$ cat src/rtl/fetch_stage.sv
// fetch_stage
//   Instruction fetch stage. Holds the PC, issues one fetch at a time to
//   instruction memory over a request/response handshake, and presents the
//   returned instruction with its PC to decode. A taken redirect from
//   execute reloads the PC and discards any in-flight or held instruction.
//
// Ports
//   clk, rst_n                  clock (rising edge), async active-low reset
//   imem_req_valid/ready        fetch request handshake
//   imem_addr                   fetch address (current PC)
//   imem_rsp_valid/data         instruction response, one per accepted request
//   redirect_valid/pc           taken branch/jump target from execute
//   dec_valid/ready             handshake towards decode
//   dec_instr, dec_pc           held instruction and its PC
//   dec_pc_plus4                dec_pc + 4 (wraps modulo 2^ADDR_WIDTH)
//
// States
//   state   | meaning
//   S_REQ   | request instruction at pc
//   S_WAIT  | request accepted, waiting for its response
//   S_HOLD  | instruction presented to decode until handshake
//   S_DRAIN | waiting for the response of a squashed request

module fetch_stage #(
  parameter int unsigned              ADDR_WIDTH = 32,
  parameter int unsigned              DATA_WIDTH = 32,
  parameter logic [ADDR_WIDTH-1:0]    RESET_PC   = '0
) (
  input  logic                  clk,
  input  logic                  rst_n,
  output logic                  imem_req_valid,
  input  logic                  imem_req_ready,
  output logic [ADDR_WIDTH-1:0] imem_addr,
  input  logic                  imem_rsp_valid,
  input  logic [DATA_WIDTH-1:0] imem_rsp_data,
  input  logic                  redirect_valid,
  input  logic [ADDR_WIDTH-1:0] redirect_pc,
  output logic                  dec_valid,
  input  logic                  dec_ready,
  output logic [DATA_WIDTH-1:0] dec_instr,
  output logic [ADDR_WIDTH-1:0] dec_pc,
  output logic [ADDR_WIDTH-1:0] dec_pc_plus4
);

  typedef enum logic [1:0] {
    S_REQ   = 2'd0,
    S_WAIT  = 2'd1,
    S_HOLD  = 2'd2,
    S_DRAIN = 2'd3
  } state_t;

  state_t                r_state;
  state_t                w_state_nxt;
  logic [ADDR_WIDTH-1:0] r_pc;
  logic                  r_dec_valid;
  logic [DATA_WIDTH-1:0] r_dec_instr;
  logic [ADDR_WIDTH-1:0] r_dec_pc;
  logic [ADDR_WIDTH-1:0] r_dec_pc_plus4;

  logic [ADDR_WIDTH-1:0] w_pc_plus4;
  logic [ADDR_WIDTH-1:0] w_redirect_pc;
  logic                  w_rsp_take;
  logic                  w_req_fire;

  // Targets are forced to word alignment; low bits of redirect_pc are ignored.
  assign w_redirect_pc = {redirect_pc[ADDR_WIDTH-1:2], 2'b00};
  assign w_pc_plus4    = r_pc + ADDR_WIDTH'(4);
  assign w_req_fire    = imem_req_valid && imem_req_ready;
  // A response arriving in the same cycle as a redirect is discarded.
  assign w_rsp_take    = (r_state == S_WAIT) && imem_rsp_valid && !redirect_valid;

  // State register
  always_ff @(posedge clk or negedge rst_n) begin
    if (!rst_n) begin
      r_state <= S_REQ;
    end else begin
      r_state <= w_state_nxt;
    end
  end

  // Next-state logic
  always_comb begin
    w_state_nxt = r_state;
    case (r_state)
      S_REQ: begin
        if (w_req_fire) begin
          w_state_nxt = S_WAIT;
        end
      end
      S_WAIT: begin
        if (redirect_valid) begin
          w_state_nxt = imem_rsp_valid ? S_REQ : S_DRAIN;
        end else if (imem_rsp_valid) begin
          w_state_nxt = S_HOLD;
        end
      end
      S_HOLD: begin
        if (redirect_valid || dec_ready) begin
          w_state_nxt = S_REQ;
        end
      end
      S_DRAIN: begin
        if (imem_rsp_valid) begin
          w_state_nxt = S_REQ;
        end
      end
      default: w_state_nxt = S_REQ;
    endcase
  end

  // Output logic: request is combinational from state, pc and redirect.
  // rst_n gates the request so nothing is offered while reset is held.
  always_comb begin
    imem_req_valid = 1'b0;
    if (rst_n && (r_state == S_REQ) && !redirect_valid) begin
      imem_req_valid = 1'b1;
    end
  end

  assign imem_addr = r_pc;

  // PC and decode-side registers
  always_ff @(posedge clk or negedge rst_n) begin
    if (!rst_n) begin
      r_pc           <= RESET_PC;
      r_dec_valid    <= 1'b0;
      r_dec_instr    <= '0;
      r_dec_pc       <= '0;
      r_dec_pc_plus4 <= ADDR_WIDTH'(4);
    end else if (redirect_valid) begin
      r_pc        <= w_redirect_pc;
      r_dec_valid <= 1'b0;
    end else if (w_rsp_take) begin
      r_dec_valid    <= 1'b1;
      r_dec_instr    <= imem_rsp_data;
      r_dec_pc       <= r_pc;
      r_dec_pc_plus4 <= w_pc_plus4;
      r_pc           <= w_pc_plus4;
    end else if ((r_state == S_HOLD) && dec_ready) begin
      r_dec_valid <= 1'b0;
    end
  end

  assign dec_valid    = r_dec_valid;
  assign dec_instr    = r_dec_instr;
  assign dec_pc       = r_dec_pc;
  assign dec_pc_plus4 = r_dec_pc_plus4;

endmodule

$ cat config.mk
export PLATFORM = sky130hd
export DESIGN_NAME = fetch_stage
export DESIGN_NICKNAME = d
export VERILOG_FILES = /design/src/rtl/fetch_stage.sv
export SDC_FILE = /design/constraint.sdc
export NUM_CORES = 1
export LEC_CHECK = 0
export CAP_MARGIN = 25
export CORE_ASPECT_RATIO = 1.25
export CORE_MARGIN = 2
export CORE_UTILIZATION = 47
export CTS_BUF_LIST = sky130_fd_sc_hd__clkbuf_4
export DETAILED_ROUTE_END_ITERATION = 8
export PLACE_DENSITY = 0.82
export SYNTH_ARGS = -nofsm -noshare
export SYNTH_HDL_FRONTEND = slang
export SYNTH_SLANG_ARGS = --single-unit
$ cat constraint.sdc
create_clock -name clk -period 2.9 [get_ports clk]
set_input_delay 0.58 -clock clk [delete_from_list [all_inputs] [get_ports clk]]
set_output_delay 0.58 -clock clk [all_outputs]
set_load 0.05 [all_outputs]
==> results.md <==
* sequential area share after synthesis: 53.3%
* portion of total power attributed to combinational logic: 49.4%
* Final Cell Area: 8220 um2
* drt via density: 5.41
* Die Footprint: 13,400 um2
* area growth from synthesis to layout: 39.9%
* Internal: 0.00394 W
* LEAKAGE: 3.50 nW
* kind of launch point of the worst setup path: register
* part of the power in the clock network: 15.8%
* ratio of cells with drive above 1 in the final layout: 7.01%
* Max Cap Viol: 0
* starting density of the core: 48.3%
* Max Root-Sink Buffers: 2
* number of standard cells after synthesis: 673
* measured slew at the worst slew-check pin: 763 ps
* crit path setup slack, layout: 321 ps
* post-detailed-route DRC marker count: 0
* row count: 45
* commonest non-fill, non-tap cell in the layout: sky130_fd_sc_hd__nand2_1
* number of search-and-repair iterations in the first detailed-routing pass: 5
* CTS Root Buffer Type: sky130_fd_sc_hd__clkbuf_4
* number of global-route vias before repair: 5,384
* Hold Vio Cnt, Final: 0
* cell area after placement: 7940 um2
* Worst setup EP type: register
* fmax: 0.388 GHz
* sw frac: 47.3%
* number of register bits inferred by synthesis: 125
* vias: 5,523
* part of the total power dissipated in sequential elements: 34.8%
* total setup violations reported at the end of the flow: 0
* antenna viol nets, final: 0
* total of buffers placed on input and output ports: 191
* worst setup slack after placement: 180 ps
* class of the most critical setup path: reg -> reg
* worst min-delay path category: in -> async
* min cycle time layout: 2580 ps
* total met3 wirelength after detailed routing: 893 um
* Mapped Area: 5880 um2
* IR drop worst, VDD: 503 uV
* yosys warns: 0
* mean area per synthesized cell: 8.73 um2
* status: finished, final reports clean
* Storage cell area: 3130 um2
* share of the clock period used by the worst path: 88.9%
* count of unique library cells instantiated by Yosys: 45
* required time at the endpoint of the critical path: 3340 ps
* clock tree from TritonCTS: yes
* arrival time of the worst setup path: 3020 ps
* cell area power density: 910 nW/um2
* area of combinational cells with multiple inputs: 2520 um2
* DIE HEIGHT: 129 um
* Routed met1 length: 6690 um
* hold buffer count at cts: 0
* routed length per placed instance: 16.2 um
* clock latency on the worst-skew pair: 530 ps
* total negative setup slack: 0 ps
* final hold slack: 61.7 ps
* max-slew violations: 0
* global-route wire length before repair: 26,800 um
* number of sinks driven by the clock tree: 125
* post-route clock skew: 20.3 ps
* post-CTS resize count: 0
* unrepaired setup endpoints after global routing: no
* internal reg-to-reg setup slack: 320 ps
* leading cell types in the layout, fill and taps excluded: sky130_fd_sc_hd__nand2_1, sky130_fd_sc_hd__clkdlybuf4s50_1, sky130_fd_sc_hd__dfrtp_1, sky130_fd_sc_hd__o21ai_0, sky130_fd_sc_hd__nor2_1
* total number of nets in the final design: 914
* Clock Pin Slew Worst Setup and Hold Paths: 120 ps
* fillers: 982
* Num CTS Buffers: 17
* crit path max fanout: 15
* total power after layout: 0.00748 W
* final RePlAce weighted congestion: 0.841
* length of routed met2 wiring: 8390 um
* Chip Width: 104 um
* htree depth: 4
* number of top-level pins: 200
* Core Region: 12,200 um2
* highest routed layer: met4
* maximum number of pins on one net before global-route repair: 126
* overall track demand over capacity in global routing: 25.0%
* P_sw: 0.00354 W
* total routed wirelength: 16,500 um
* overflow left after global routing: 0
* relative max-transition margin: 49.1%
* buffer count from post-CTS setup fixing: 0
* starting DRC count in detailed routing: 356
* placed wire-length estimate after detailed placement: 11,700 um
* initial antenna violation count: 1
-- cell usage after synthesis (all sizes together) --
library cell	count	area share, %
a21oi	3	0.26
a22oi	3	0.38
a31oi	22	2.3
and2	2	0.21
and3	2	0.21
and3b	1	0.15
and4	3	0.45
buf	13	1.5
clkbuf	48	3.1
clkinv	1	0.064
conb	1	0.064
dfrtp	124	53
dfstp	1	0.45
ha	1	0.21
inv	1	0.064
mux2i	2	0.34
nand2	241	15
nand3	15	1.3
nand3b	1	0.13
nand4	12	1.4
nand4bb	1	0.19
nor2	31	2.0
nor2b	5	0.53
nor3	10	0.85
nor4	7	0.75
nor4b	1	0.15
nor4bb	1	0.17
o211ai	5	0.64
o21ai	38	3.2
o311ai	1	0.15
o31ai	14	1.8
o41ai	4	0.60
or3	6	0.64
or3b	2	0.30
or4	20	2.7
or4b	4	0.68
xnor2	19	2.8
xor2	7	1.0
-- cell families (layout without fill, tap and decap cells) --
group | count (synthesis) | in the layout | share of synthesized area [%]
AO/OA/AOI/OAI | 90 | 90 | 9.39
XOR/XNOR | 26 | 26 | 3.88
adder cells (fa/ha/maj) | 1 | 1 | 0.213
buffers and inverters | 63 | 241 | 4.73
flip-flops | 125 | 125 | 53.3
multiplexers | 2 | 2 | 0.341
other | 1 | 7 | 0.0638
AND/OR/NAND/NOR | 365 | 365 | 28.1
-- power by group through the flow --
stage	Combinational (W)	Sequential [W]	Clock [W]
after floorplan	0.000587	0.00435	0
after global placement	0.00365	0.00261	0
after detailed placement	0.00371	0.00264	0
after CTS	0.00372	0.00261	0.00121
after global routing	0.00387	0.00268	0.00129
final	0.00369	0.00260	0.00118
-- critical path, stage by stage, from the launching register on --
cell	delay, ps
sky130_fd_sc_hd__dfrtp_1	470
sky130_fd_sc_hd__ha_1	300
sky130_fd_sc_hd__nand2_1	200
sky130_fd_sc_hd__or4_4	670
sky130_fd_sc_hd__or4b_2	650
sky130_fd_sc_hd__a31oi_1	190
-- per-layer routing --
metal,GRT usage [%],up-vias
met3,4.86,45
met1,31.4,2624
met4,11.5,0
met2,42.1,232
met5,0,-
li1,-,2622
-- worst paths after layout --
| check | startpoint | end | depth (start not counted) |
|---|---|---|---|
| setup / recovery | imem_addr[2] | imem_addr[26] | 5 |
| hold / removal | rst_n | dec_pc[23] | 2 |
| setup reg to reg | imem_addr[2] | imem_addr[26] | 5 |
| hold reg to reg | dec_pc[30] | dec_pc[30] | 2 |
| max in group asynchronous | rst_n | dec_pc[26] | 2 |
| min in group clk | dec_pc[30] | dec_pc[30] | 2 |
-- per-stage QoR --
stage                     std cells  utilization, %
after floorplan                 678               -
after global placement          988            65.3
after detailed placement        988            65.3
after CTS                      1020            67.6
after global routing           1021            67.6
final                          1021            67.6
-- cell type report --
type	instances	share of cell area (%)
clock buffers	17	1.55
multi-input cells	490	30.7
well taps	164	2.50
diodes	1	0.0304
clock inverters	15	1.80
flip-flops and latches	125	38.1
repair buffers	207	25.3
inverters	2	0.0913
-- registers in the layout, summed over array words and instances (netlist names) --
signal        cells
dec_pc_plus4     30
dec_valid         1
imem_addr        30
r_state           2
dec_pc           30
dec_instr        32
No activity file was read; power rests on OpenSTA's default activity.
